--- src/rtl/pc_core_example_read_issuer.sv ---
// Splits a transfer (start address, length in beats) into fixed-size AXI4 read
// bursts on AR, limits how many bursts are in flight, and pulses done once all return.
module pc_core_example_read_issuer #(
  parameter int C_ADDR_WIDTH      = 64,
  parameter int C_DATA_WIDTH      = 512,
  parameter int C_LENGTH_WIDTH    = 32,
  parameter int C_BURST_LEN       = 64,
  parameter int C_MAX_OUTSTANDING = 16
) (
  input  logic                      clk,
  input  logic                      rst,
  input  logic                      ctrl_start,
  input  logic [C_ADDR_WIDTH-1:0]   ctrl_addr_offset,
  input  logic [C_LENGTH_WIDTH-1:0] ctrl_xfer_size_in_beats,
  output logic                      ctrl_busy,
  output logic                      ctrl_done,
  output logic                      ctrl_err,
  output logic                      m_axi_arvalid,
  input  logic                      m_axi_arready,
  output logic [C_ADDR_WIDTH-1:0]   m_axi_araddr,
  output logic [7:0]                m_axi_arlen,
  input  logic                      r_last_accepted
);

  localparam int BURST_SHIFT = $clog2(C_BURST_LEN);
  localparam int OUT_W       = $clog2(C_MAX_OUTSTANDING + 1);
  localparam logic [C_ADDR_WIDTH-1:0]   BURST_BYTES = C_ADDR_WIDTH'(C_BURST_LEN * (C_DATA_WIDTH / 8));
  localparam logic [C_LENGTH_WIDTH-1:0] LEN_MASK    = C_LENGTH_WIDTH'(C_BURST_LEN - 1);
  localparam logic [C_LENGTH_WIDTH-1:0] LEN_ONE     = C_LENGTH_WIDTH'(1);
  localparam logic [C_LENGTH_WIDTH-1:0] LEN_TWO     = C_LENGTH_WIDTH'(2);
  localparam logic [7:0]                FULL_ARLEN  = 8'(C_BURST_LEN - 1);
  localparam logic [OUT_W-1:0]          MAX_OUT     = OUT_W'(C_MAX_OUTSTANDING);
  localparam logic [OUT_W-1:0]          OUT_ONE     = OUT_W'(1);

  typedef enum logic [1:0] {IDLE, ISSUE, DRAIN, DONE} state_t;

  state_t                    state, state_d;
  logic                      busy_d, done_d, err_d, arvalid_d;
  logic [C_ADDR_WIDTH-1:0]   araddr_d;
  logic [7:0]                arlen_d;
  logic [C_LENGTH_WIDTH-1:0] bursts_remaining, bursts_d;
  logic [7:0]                last_arlen, last_arlen_d;
  logic [OUT_W-1:0]          outstanding, outstanding_d;
  logic                      ar_hs, r_last_err, start_accept;
  logic [C_LENGTH_WIDTH-1:0] size_rem, start_bursts;
  logic [7:0]                start_last_arlen;

  assign ar_hs        = m_axi_arvalid & m_axi_arready;
  assign start_accept = ctrl_start & (state == IDLE) & ~ctrl_busy;

  // Burst count is a ceiling divide; the final burst carries whatever is left over.
  assign size_rem         = ctrl_xfer_size_in_beats & LEN_MASK;
  assign start_bursts     = (ctrl_xfer_size_in_beats >> BURST_SHIFT)
                            + ((size_rem != '0) ? LEN_ONE : '0);
  assign start_last_arlen = (size_rem == '0) ? FULL_ARLEN : 8'(size_rem - LEN_ONE);

  // A simultaneous issue and return cancel; a return with nothing in flight is an error.
  always_comb begin
    outstanding_d = outstanding;
    r_last_err    = 1'b0;
    unique case ({ar_hs, r_last_accepted})
      2'b10: outstanding_d = outstanding + OUT_ONE;
      2'b01: begin
        if (outstanding == '0) r_last_err = 1'b1;
        else                   outstanding_d = outstanding - OUT_ONE;
      end
      2'b11: r_last_err = (outstanding == '0);
      default: ;
    endcase
  end

  always_comb begin
    state_d      = state;
    busy_d       = ctrl_busy;
    done_d       = 1'b0;
    err_d        = ctrl_err;
    araddr_d     = m_axi_araddr;
    arlen_d      = m_axi_arlen;
    bursts_d     = bursts_remaining;
    last_arlen_d = last_arlen;
    unique case (state)
      IDLE: begin
        if (start_accept) begin
          araddr_d     = ctrl_addr_offset;
          bursts_d     = start_bursts;
          last_arlen_d = start_last_arlen;
          arlen_d      = (start_bursts == LEN_ONE) ? start_last_arlen : FULL_ARLEN;
          busy_d       = 1'b1;
          state_d      = (ctrl_xfer_size_in_beats == '0) ? DONE : ISSUE;
        end
      end
      ISSUE: begin
        if (ar_hs) begin
          araddr_d = m_axi_araddr + BURST_BYTES;
          bursts_d = bursts_remaining - LEN_ONE;
          arlen_d  = (bursts_remaining == LEN_TWO) ? last_arlen : FULL_ARLEN;
          if (bursts_remaining == LEN_ONE) state_d = DRAIN;
        end
      end
      DRAIN: begin
        if (outstanding_d == '0) state_d = DONE;
      end
      DONE: begin
        state_d = IDLE;
        done_d  = 1'b1;
      end
      default: state_d = IDLE;
    endcase
    if (ctrl_done)    busy_d = 1'b0;
    if (start_accept) err_d  = 1'b0;
    if (r_last_err)   err_d  = 1'b1;
    // Looks at the post-update count so a freed slot is reused on the very next cycle.
    arvalid_d = (state_d == ISSUE) && (bursts_d != '0) && (outstanding_d < MAX_OUT);
  end

  always_ff @(posedge clk or posedge rst) begin
    if (rst) begin
      state            <= IDLE;
      ctrl_busy        <= 1'b0;
      ctrl_done        <= 1'b0;
      ctrl_err         <= 1'b0;
      m_axi_arvalid    <= 1'b0;
      m_axi_araddr     <= '0;
      m_axi_arlen      <= '0;
      bursts_remaining <= '0;
      last_arlen       <= '0;
      outstanding      <= '0;
    end else begin
      state            <= state_d;
      ctrl_busy        <= busy_d;
      ctrl_done        <= done_d;
      ctrl_err         <= err_d;
      m_axi_arvalid    <= arvalid_d;
      m_axi_araddr     <= araddr_d;
      m_axi_arlen      <= arlen_d;
      bursts_remaining <= bursts_d;
      last_arlen       <= last_arlen_d;
      outstanding      <= outstanding_d;
    end
  end

endmodule

--- config.mk ---
export PLATFORM = sky130hd
export DESIGN_NAME = pc_core_example_read_issuer
export DESIGN_NICKNAME = d
export VERILOG_FILES = /design/src/rtl/pc_core_example_read_issuer.sv
export SDC_FILE = /design/constraint.sdc
export NUM_CORES = 1
export LEC_CHECK = 0
export CAP_MARGIN = 20
export CORE_MARGIN = 2
export CORE_UTILIZATION = 40
export CTS_BUF_LIST = sky130_fd_sc_hd__clkbuf_4 sky130_fd_sc_hd__clkbuf_8
export CTS_CLUSTER_DIAMETER = 120
export DETAILED_ROUTE_END_ITERATION = 16
export GPL_ROUTABILITY_DRIVEN = 1
export HOLD_SLACK_MARGIN = 0.02
export PLACE_DENSITY = 0.66
export SYNTH_ARGS = -nofsm -noshare
export SYNTH_HDL_FRONTEND = slang
export SYNTH_SLANG_ARGS = --single-unit
--- constraint.sdc ---
create_clock -name clk -period 9.11 [get_ports clk]
set_clock_uncertainty 0.15 [all_clocks]
set_input_delay 0.911 -clock clk [delete_from_list [all_inputs] [get_ports clk]]
set_output_delay 0.911 -clock clk [all_outputs]
set_load 0.03 [all_outputs]
# Word-level counts from Yosys, hierarchy flattened
# Index checks and enable logic that the tools add are counted.
word_totals:
  reg_bits: 123
  in_bits: 101
  out_inout_bits: 76
  word_cells: 78
classes:
  addsub: 6
  n_lt_le_gt_ge: 1
  n_eq_ne: 12
  n_mux: 29
  bitwise: 4
  reduce_logical: 16
op_table:
  columns: ["op", "count"]
  rows:
  - ["$mux 64", 2]
  - ["$pmux 64 s2", 1]
  - ["$add 64x13->64 const B", 1]
  - ["$logic_not 32->1", 2]
  - ["$mux 32", 2]
  - ["$pmux 32 s2", 1]
  - ["$reduce_bool 32->1", 2]
  - ["$mux 8", 5]
  - ["$eq 32x1->1 const B", 1]
  - ["$eq 32x2->1 const B", 1]
  - ["$sub 32x1->32 const B", 1]
  - ["$add 26x1->27", 1]
  - ["$eq 27x1->1 const B", 1]
  - ["$pmux 8 s2", 1]
  - ["$logic_not 5->1", 2]
  - ["$mux 2", 5]
  - ["$pmux 5 s2", 1]
  - ["$eq 2x2->1 const B", 4]
  - ["$mux 1", 8]
  - ["$pmux 2 s4", 1]
  - ["$reduce_bool 2->1", 4]
  - ["$sub 6x1->7 const B", 1]
  - ["$eq 2x1->1 const B", 3]
  - ["$add 5x1->5 const B", 1]
  - ["other kinds (11)", 16]

# Logic depth before layout (Yosys ltp)
# Gate-level depths: netlist of the first run.
depth:
  word_depth: 9
  mapped_depth: 15

# Worst setup path before layout of the first run
# OpenSTA, ideal clock, no wires.
synth_path:
  kind: "input to register"
  startpoint: "in ctrl_xfer_size_in_beats[0]"
  endpoint: "reg m_axi_arvalid"
  setup_time_ns: 0.132
  arrival_ns: 3.555
  t_required_ns: 8.828
  setup_slack_ns: 5.274
  cell_stages: 15
  n_path_buf: 0
  cell_sequence: "inv_1 -> ha_1 -> nand2b_1 -> nor4_1 -> inv_1 -> ha_1 -> ha_1 -> nand2_1 -> nor4_1 -> nand3_1 -> xnor2_1 -> a211o_1 -> or4_1 -> nor3_1 -> a31oi_1"
synth_via:
  elab_chain_cells: 8
  elab_cells_between_ends: 13
synth_rtl:
  columns: ["item", "line_no", "text"]
  rows:
  - ["from (decl)", "14", "input logic [C_LENGTH_WIDTH-1:0] ctrl_xfer_size_in_beats,"]
  - ["$reduce_bool 32->1", "54", "+ ((size_rem != '0) ? LEN_ONE : '0);"]
  - ["$mux 1", "54", null]
  - ["$add 26x1->27", "54", null]
  - ["$mux 32", "83", "if (start_accept) begin"]
  - ["$pmux 32 s2", "81", "unique case (state)"]
  - ["via bursts_d[22]", "41", "logic [C_LENGTH_WIDTH-1:0] bursts_remaining, bursts_d;"]
  - ["$reduce_bool 32->1", "113", "arvalid_d = (state_d == ISSUE) && (bursts_d != '0) && (outstanding_d < MAX_OUT);"]
  - ["$logic_and 1x1->1 (2 in a row)", "113", null]
  - ["via arvalid_d", "38", "logic busy_d, done_d, err_d, arvalid_d;"]
  - ["to (signal assigned)", "133", "m_axi_arvalid <= arvalid_d;"]
  - ["to (decl)", "18", "output logic m_axi_arvalid,"]
# The timed path passes the listed nets, and every way through them passes these cells.
# A chain may end at the register's enable or synchronous reset.

# Worst setup path in the final report of the first run
layout_path:
  startpoint: "in ctrl_xfer_size_in_beats[0]"
  endpoint: "reg m_axi_arlen[5]"
layout_via:
  elab_chain_cells: 7
  elab_cells_between_ends: 10
layout_rtl:
  columns: ["item", "line_no", "text"]
  rows:
  - ["$reduce_bool 32->1", "54", null]
  - ["$mux 1", "54", null]
  - ["$add 26x1->27", "54", null]
  - ["$eq 27x1->1", "87", "arlen_d = (start_bursts == LEN_ONE) ? start_last_arlen : FULL_ARLEN;"]
  - ["$mux 8 *", "87", null]
  - ["$mux 8 *", "83", null]
  - ["$pmux 8 s2 *", "81", null]
  - ["to (signal assigned)", "135", "m_axi_arlen <= arlen_d;"]
  - ["to (decl)", "21", "output logic [7:0] m_axi_arlen,"]
# Every way passes the cells marked *; elsewhere a longest branch is shown, timed or not. The select of a mux whose other input is x is not followed.

==> flow_summary.json, run 1 <==
{
  "cp_max_fo": 6,
  "die_x_um": 142.8,
  "numCtsBuffers": 17,
  "cts_tree": "done",
  "grt_first_pass_wirelength_mm": 37.52,
  "ant_nets": 0,
  "max_stage_delay_ns": 0.67,
  "slew_viol_final": 0,
  "cts_buffer_depth": 2,
  "syn_area_per_cell_um2": 8.211,
  "routed_wl_mm": 23.96,
  "worstSetupPathType": "primary input to flop",
  "core_area_um2": 18830,
  "ys.flop_type": "dfrtp_1",
  "die_area_um2": 20400,
  "peakVddDrop_v": 0.0001459,
  "synth_cell_types": 72,
  "drt-initial-drc-count": 651,
  "grt_pass1_vias": 7071,
  "seq_area_frac_synth": 0.3927,
  "netlist_instances": 939,
  "synth-edff-count": 0,
  "drive_gt1_frac": 0.06387,
  "syn-cell-area_um2": 7710,
  "nFillCells": 1797,
  "drtPass1Iterations": 5,
  "io_pins": 177,
  "fin_nets": 1197,
  "drc": 0,
  "ctsResizeCount": 0,
  "grt_max_degree": 92,
  "fin_crit_sh": 0.4861,
  "tightest_slew_ns": 0.8812,
  "pwr_density_cell_nw_per_um2": 295.8,
  "synthTopCellsByArea": "dfrtp_1 39%, a21oi_1 5.5%, nand2_1 5.5%, o21ai_0 4.5%, nor2_1 4.1%",
  "max_cap_violations": 0,
  "mostFrequentLayoutCell": "clkdlybuf4s50_1",
  "grt_antenna_before_repair": 0,
  "path_cells": "clkdlybuf4s50_1, inv_1, ha_1, nand2b_1, nor4_1, inv_1, ha_1, ha_1, nand2_1, nor4_1, nand3_1, xnor2_1, nor4b_1, nand2_1, nor3_1, a21oi_1",
  "worstPathRequired_ns": 9.27,
  "status": "finished, final reports clean",
  "vias": 7831,
  "cp_slowest_cell": "nor3_1",
  "synth_warnings": 0,
  "synth_top_area_frac": 0.3927,
  "htreeDepth": 4,
  "worst_ep_arrival_time_ns": 4.59,
  "worst_slack_ns": 4.681,
  "hold_class": "flop to flop",
  "clk_pin_slew_ns": 0.08,
  "fin_crit_ns": 4.429,
  "critPathTopFamily": "simple AND/OR/NAND/NOR gates",
  "preCtsSetupSlack_ns": 4.115,
  "area_growth_syn_to_layout_pct": 29.32,
  "grt_setup_unrepaired": "no",
  "max_freq_ghz": 0.2258,
  "drt-vias-per-instance": 5.771,
  "detail_route.wl_per_cell_um": 17.66,
  "hold_viol": 0,
  "clk_latency_ns": 0.46,
  "finalSetupTns_ns": 0,
  "slew_headroom": 0.4071,
  "cp-end-kind": "flop",
  "cp_common_cell": "ha_1",
  "yosysTopAreaCell": "dfrtp_1",
  "leakage_uw": 0.003909,
  "critPathLaunchType": "primary input",
  "finalSetupViolCount": 0,
  "ys_async_sr_fraction": 1.000,
  "dp_hpwl_mm": 17.21,
  "overflow": 0,
  "cts_root_buffer": "clkbuf_8",
  "start_util": 0.4094,
  "io_buffer_count": 176,
  "cts_hold_buf": 0,
  "die_h_um": 142.8,
  "synth_nets": 1053,
  "crit_buf_inv": 3,
  "synth_seq_cells": 121,
  "cts_sinks": 121,
  "num_rows": 50,
  "layout_common_cells": "176 x clkdlybuf4s50_1, 121 x dfrtp_1, 112 x nand2_1, 85 x a21oi_1, 83 x nor2_1",
  "track_usage": 0.2323,
  "routabilityCongestion": 0.9276,
  "post-cts-setup-buffer-count": 0,
  "finalPower_uw": 2949
}
-- power breakdown --
group	internal (µW)	total (µW)	switching (µW)	leakage [µW]
registers	751	1000	252	0.00145
logic	582	1470	889	0.00227
clock network	224	475	251	0.000185
total	1560	2950	1390	0.00391
-- cell families (layout without fill, tap and decap cells) --
logic type | count (synthesis) | in the layout | share of synthesized area
buffers and inverters | 83 | 240 | 0.04852
adder cells (fa/ha/maj) | 13 | 13 | 0.02110
multiplexers | 9 | 9 | 0.01217
XOR/XNOR | 31 | 31 | 0.03522
AO/OA/AOI/OAI | 263 | 263 | 0.2121
flip-flops | 121 | 121 | 0.3927
AND/OR/NAND/NOR | 419 | 419 | 0.2782
other | 0 | 1 | 0
-- cell usage after synthesis, types with 4 or more instances --
master,count
a211oi_1,4
a21o_1,5
a21oi_1,85
a221o_1,4
a22oi_1,5
a31oi_1,9
a32oi_1,8
and2_1,10
and3_1,16
buf_1,12
clkbuf_1,39
clkbuf_8,5
dfrtp_1,121
ha_1,13
inv_1,24
mux2i_1,6
nand2_1,113
nand2b_1,4
nand3_1,50
nand4_1,31
nor2_1,84
nor3_1,28
nor4_1,28
o211ai_1,10
o21ai_0,69
o221ai_1,4
o22a_1,4
o22ai_1,21
o311ai_0,5
o31ai_1,6
or2_2,4
or3_1,10
or4_1,11
xnor2_1,18
xor2_1,13
-- routing by layer --
metal / share of wire / global-route usage / vias to the layer above
li1: - / - / 3790
met2: 0.46 / 0.3608 / 319
met3: 0.075 / 0.05600 / 35
met4: 0.018 / 0.06774 / 0
met1: 0.45 / 0.3228 / 3687
met5: 0 / 0 / -
-- final timing paths --
check	from	slack [ns]	endpoint	cells past startpoint
setup / recovery	ctrl_xfer_size_in_beats[0]	4.68	m_axi_arlen[5]	16
hold / removal	ctrl_done	0.28	ctrl_busy	1
setup reg to reg	m_axi_araddr[14]	5.48	m_axi_araddr[63]	8
hold reg to reg	ctrl_done	0.28	ctrl_busy	1
max in group asynchronous	rst	6.70	m_axi_araddr[35]	3
min in group asynchronous	rst	0.82	m_axi_araddr[50]	2
-- sequential cells by signal, summed over array words and instances, names as in the netlist --
signal,cells
ctrl_busy,1
m_axi_arvalid,1
outstanding,5
ctrl_err,1
m_axi_arlen,7
state,2
bursts_remaining,32
ctrl_done,1
m_axi_araddr,64
last_arlen,7
-- per-stage QoR --
step | hold slack (ns) | utilization | std cells | cell area, µm²
finish | 0.2766 | 0.5295 | 1357 | 9971
global route | 0.2914 | 0.5294 | 1356 | 9968
CTS | 0.2828 | 0.5294 | 1356 | 9968
detailed placement | 0.2727 | 0.5093 | 1324 | 9590
global placement | 0.2593 | 0.5093 | 1324 | 9590
floorplan | 0.3006 | - | 939 | 7710
-- area by class of cell --
| class | instances | area (µm²) | area share |
|---|---|---|---|
| multi-input combinational | 735 | 4323 | 0.4336 |
| sequential | 121 | 3028 | 0.3037 |
| timing repair buffer | 184 | 1822 | 0.1827 |
| tap | 260 | 325.3 | 0.03263 |
| clock buffer | 18 | 241.5 | 0.02422 |
| clock inverter | 14 | 136.4 | 0.01368 |
| inverter | 24 | 92.59 | 0.009286 |
| antenna | 1 | 2.502 | 0.0002510 |
No activity file was read; power rests on OpenSTA's default activity.
==> run 2, diff against run 1 <==
==> constraint.sdc (replaced) <==
create_clock -name clk -period 4.25 [get_ports clk]
set_clock_uncertainty 0.15 [all_clocks]
set_input_delay 0.425 -clock clk [delete_from_list [all_inputs] [get_ports clk]]
set_output_delay 0.425 -clock clk [all_outputs]
set_load 0.03 [all_outputs]
==> flow_summary.json, run 2 (same netlist as run 1, synthesis figures left out) <==
{
  "internal_power_uw": 3333,
  "dp_hpwl_mm": 17.61,
  "post-cts-setup-buffer-count": 0,
  "cts_root_buffer": "clkbuf_8",
  "cts_hold_buf": 0,
  "worst_ep_arrival_time_ns": 3.84,
  "cp_max_fo": 3,
  "htreeDepth": 4,
  "grt_antenna_before_repair": 0,
  "grt_max_degree": 91,
  "grt_setup_unrepaired": "no",
  "fin_crit_sh": 0.8646,
  "slew_viol_final": 0,
  "die_area_um2": 20400,
  "status": "finished, final reports clean",
  "worstPathRequired_ns": 4.42,
  "peakVddDrop_v": 0.0003459,
  "tightest_slew_ns": 0.8808,
  "hold_viol": 0,
  "slew_headroom": 0.4128,
  "cp-end-kind": "flop",
  "die_x_um": 142.8,
  "drt-vias-per-instance": 5.742,
  "max_cap_violations": 0,
  "hold_class": "flop to flop",
  "power_switching_uw": 2984,
  "cts_buffer_depth": 2,
  "switching_share": 0.4724,
  "antennaDiodeCount": 0,
  "fin_nets": 1211,
  "finalSetupViolCount": 0,
  "die_h_um": 142.8,
  "top_regs": "m_axi_araddr x64, bursts_remaining x32",
  "finalSetupTns_ns": 0,
  "cts_sinks": 121,
  "detail_route.wl_per_cell_um": 17.62,
  "pwr-share-seq": 0.339,
  "cts_tree": "done",
  "drtPass1Iterations": 5,
  "comb_power_share": 0.501,
  "io_buffer_count": 176,
  "routabilityCongestion": 0.9061,
  "mostFrequentLayoutCell": "clkdlybuf4s50_1",
  "leakage_uw": 0.003977,
  "area_growth_syn_to_layout_pct": 30.62,
  "drt-initial-drc-count": 706,
  "grt_first_pass_wirelength_mm": 38.54,
  "drive_gt1_frac": 0.07568,
  "clkPwrFrac": 0.160,
  "finish.utilization": 0.5348,
  "core_area_um2": 18830,
  "drc": 0,
  "fin_crit_ns": 3.674,
  "pwr_density_cell_nw_per_um2": 627.2,
  "max_freq_ghz": 0.2722,
  "ctsResizeCount": 0,
  "routed_wl_mm": 24.13,
  "worstSetupPathType": "primary input to flop",
  "clk_pin_slew_ns": 0.07,
  "io_pins": 177,
  "clk_latency_ns": 0.45,
  "vias": 7867,
  "overflow": 0,
  "layout_common_cells": "176 x clkdlybuf4s50_1, 121 x dfrtp_1, 112 x nand2_1, 85 x a21oi_1, 83 x nor2_1",
  "ant_nets": 0,
  "largest_register_ffs": 64,
  "track_usage": 0.2373,
  "num_rows": 50,
  "start_util": 0.4094,
  "numCtsBuffers": 17,
  "top_register": "m_axi_araddr",
  "grt_pass1_vias": 7349,
  "critPathLaunchType": "primary input"
}
==> run 2: path summary, 6_finish.rpt <==
| kind | startpoint | endpoint | slack (ns) | cells past startpoint |
|---|---|---|---|---|
| min reg2reg | ctrl_done | ctrl_busy | 0.29 | 1 |
| max | ctrl_xfer_size_in_beats[0] | m_axi_arvalid | 0.58 | 16 |
| max in group asynchronous | rst | m_axi_araddr[25] | 2.66 | 3 |
| max reg2reg | bursts_remaining[5] | m_axi_arvalid | 0.68 | 7 |
| min in group asynchronous | rst | m_axi_araddr[60] | 0.36 | 2 |
| min | ctrl_done | ctrl_busy | 0.29 | 1 |
==> run 2: cell type report <==
cell class,instances,area [µm²]
well taps,260,325.3
repair buffers,198,1927
fillers,1784,8760
clock inverters,15,141.4
multi-input cells,735,4323
flip-flops and latches,121,3028
inverters,24,92.59
clock buffers,17,234.0
==> run 2: routing by layer <==
metal,GRT usage,wire [µm]
met5,0,0
met4,0.08077,604
met3,0.05801,1707
met2,0.3639,10940
met1,0.3289,10880
==> run 2: per-stage QoR <==
step | cell area, µm² | setup WS [ns] | hold slack (ns) | total power (µW) | cells
floorplan | 7710 | 0.4608 | 0.3006 | 4082 | 939
global placement | 9696 | 0.2251 | 0.2632 | 5264 | 1338
detailed placement | 9696 | 0.1293 | 0.2798 | 5297 | 1338
CTS | 10070 | 0.6005 | 0.2961 | 6314 | 1370
global route | 10070 | 0.3009 | 0.3238 | 6747 | 1370
finish | 10070 | 0.5756 | 0.2919 | 6316 | 1370
==> run 2: critical path, stage by stage <==
cell and delay (ns):
clkdlybuf4s50_1 0.47, inv_1 0.06, ha_1 0.22, nand2b_1 0.14, nor4_1 0.09, inv_1 0.09
ha_1 0.16, ha_1 0.16, nand2_1 0.11, nor4_1 0.46, nand3_1 0.17, xnor2_1 0.18
a211o_1 0.32, or4_1 0.51, nor3_1 0.18, a31oi_1 0.10
==> run 2: power groups by stage <==
stage,clock [µW],sequential (µW),combinational (µW)
2_1_floorplan,0,2610,1480
3_3_place_gp,0,2140,3130
3_5_place_dp,0,2150,3150
4_1_cts,1030,2130,3160
5_1_grt,1080,2220,3450
6_report,1010,2140,3160
==> run 3, diff against run 2 <==
--- a/config.mk
+++ b/config.mk
@@ -6,14 +6,17 @@
 export NUM_CORES = 1
 export LEC_CHECK = 0
 export CAP_MARGIN = 20
+export CELL_PAD_IN_SITES_DETAIL_PLACEMENT = 1
+export CELL_PAD_IN_SITES_GLOBAL_PLACEMENT = 1
 export CORE_MARGIN = 2
-export CORE_UTILIZATION = 40
+export CORE_UTILIZATION = 38
 export CTS_BUF_LIST = sky130_fd_sc_hd__clkbuf_4 sky130_fd_sc_hd__clkbuf_8
 export CTS_CLUSTER_DIAMETER = 120
 export DETAILED_ROUTE_END_ITERATION = 16
 export GPL_ROUTABILITY_DRIVEN = 1
 export HOLD_SLACK_MARGIN = 0.02
-export PLACE_DENSITY = 0.66
+export PLACE_DENSITY = 0.83
+export SKIP_CTS_REPAIR_TIMING = 1
 export SYNTH_ARGS = -nofsm -noshare
 export SYNTH_HDL_FRONTEND = slang
 export SYNTH_SLANG_ARGS = --single-unit
==> flow_summary.json, run 3 (same netlist as run 1, synthesis figures left out) <==
{
  "die_x_um": 146.4,
  "pwr_density_cell_nw_per_um2": 644.6,
  "clk_latency_ns": 0.46,
  "worstPathRequired_ns": 4.43,
  "critPathLaunchType": "primary input",
  "cts_sinks": 121,
  "worstRegToRegCells": 8,
  "worst_ep_arrival_time_ns": 3.93,
  "grt_antenna_before_repair": 2,
  "regToRegSetupSlack_ns": 0.62,
  "leakage_uw": 0.003991,
  "start_util": 0.3835,
  "peakVddDrop_v": 0.0002668,
  "grt_max_degree": 91,
  "placedCellCount": 1345,
  "top_register": "m_axi_araddr",
  "status": "finished, final reports clean",
  "cp-end-kind": "flop",
  "detail_route.wl_per_cell_um": 19.55,
  "rr_startpoint": "bursts_remaining[5]",
  "numCtsBuffers": 17,
  "hold_ws_ns": 0.2216,
  "drc": 0,
  "die_area_um2": 21440,
  "hold_class": "primary input to asynchronous set/reset pin",
  "overflow": 0,
  "track_usage": 0.2515,
  "slew_headroom": 0.4362,
  "io_pins": 177,
  "die_h_um": 146.4,
  "seq_area_um2": 3028,
  "vias": 8081,
  "htreeDepth": 4,
  "layout_common_cells": "176 x clkdlybuf4s50_1, 121 x dfrtp_1, 112 x nand2_1, 85 x a21oi_1, 83 x nor2_1",
  "max_cap_violations": 0,
  "finalSetupTns_ns": 0,
  "fin_crit_ns": 3.756,
  "drt-initial-drc-count": 597,
  "cts_tree": "done",
  "fin_crit_sh": 0.8837,
  "mostFrequentLayoutCell": "clkdlybuf4s50_1",
  "grt_pass1_vias": 7968,
  "grt_first_pass_wirelength_mm": 43.64,
  "reg2reg_to": "m_axi_arvalid",
  "hold_viol": 0,
  "finalSetupViolCount": 0,
  "drtPass1Iterations": 5,
  "drive_gt1_frac": 0.07317,
  "ant_nets": 0,
  "dp_hpwl_mm": 19.80,
  "worst_slack_ns": 0.4942,
  "cts_root_buffer": "clkbuf_8",
  "area_growth_syn_to_layout_pct": 31.26,
  "cp_max_fo": 5,
  "max_freq_ghz": 0.2663,
  "nFillCells": 2394,
  "preCtsSetupSlack_ns": 0.01361,
  "routed_wl_mm": 26.95,
  "largest_register_ffs": 64,
  "cts_buffer_depth": 2,
  "worstSetupPathType": "primary input to flop",
  "finish.utilization": 0.5034,
  "fin_nets": 1208,
  "grt_setup_unrepaired": "no",
  "tightest_slew_ns": 0.8457,
  "multi_input_area_um2": 4323,
  "io_buffer_count": 176,
  "num_rows": 52,
  "core_area_um2": 20100,
  "slew_viol_final": 0,
  "top_regs": "m_axi_araddr x64, bursts_remaining x32",
  "clk_pin_slew_ns": 0.07,
  "routabilityCongestion": 0.9031,
  "layoutNonFillerInstCount": 1378,
  "drt-vias-per-instance": 5.864
}
run 3: layer usage:
layer,routed length [µm],global-route usage,vias up
met5,11,0,-
met4,521,0.07961,2
met3,1420,0.05188,42
met2,12890,0.4035,249
met1,12100,0.3422,3996
li1,-,-,3792
run 3: cell type report:
class	instances	area share
multi-input cells	735	0.4272
flip-flops and latches	121	0.2992
repair buffers	195	0.1894
well taps	270	0.03338
clock buffers	18	0.02448
clock inverters	14	0.01694
inverters	24	0.009149
diodes	1	0.0002473
run 3: how the worst max path moves through the flow:
stage / startpoint / end / slack (ns) / cells past startpoint
final: ctrl_xfer_size_in_beats[0] / m_axi_arvalid / 0.49 / 16
after global routing: ctrl_xfer_size_in_beats[0] / m_axi_arvalid / 0.23 / 16
after CTS: ctrl_xfer_size_in_beats[0] / m_axi_arvalid / 0.52 / 16
after detailed placement: ctrl_xfer_size_in_beats[0] / m_axi_arvalid / 0.01 / 16
after global placement: ctrl_xfer_size_in_beats[0] / m_axi_arvalid / 0.25 / 16
after floorplan: rst / bursts_remaining[0] / 0.46 / 1
run 3: power breakdown:
part	internal, µW	switching, µW
Sequential	1610	546
Combinational	1250	1990
Clock	599	524
Total	3460	3060
run 3: stage by stage:
| step | power [µW] | cell area (µm²) |
|---|---|---|
| floorplan | 4082 | 7710 |
| global placement | 5275 | 9698 |
| detailed placement | 5386 | 9698 |
| CTS | 6528 | 10120 |
| global route | 6945 | 10120 |
| finish | 6523 | 10120 |
run 3: worst max-delay path, stage by stage:
cell and delay (ns):
clkdlybuf4s50_1 0.47, inv_1 0.06, ha_1 0.23, nand2b_1 0.13, nor4_1 0.09, inv_1 0.10, ha_1 0.17, ha_1 0.24
nand2_1 0.13, nor4_1 0.36, nand3_1 0.16, xnor2_1 0.17, a211o_1 0.32, or4_1 0.52, nor3_1 0.24, a31oi_1 0.12
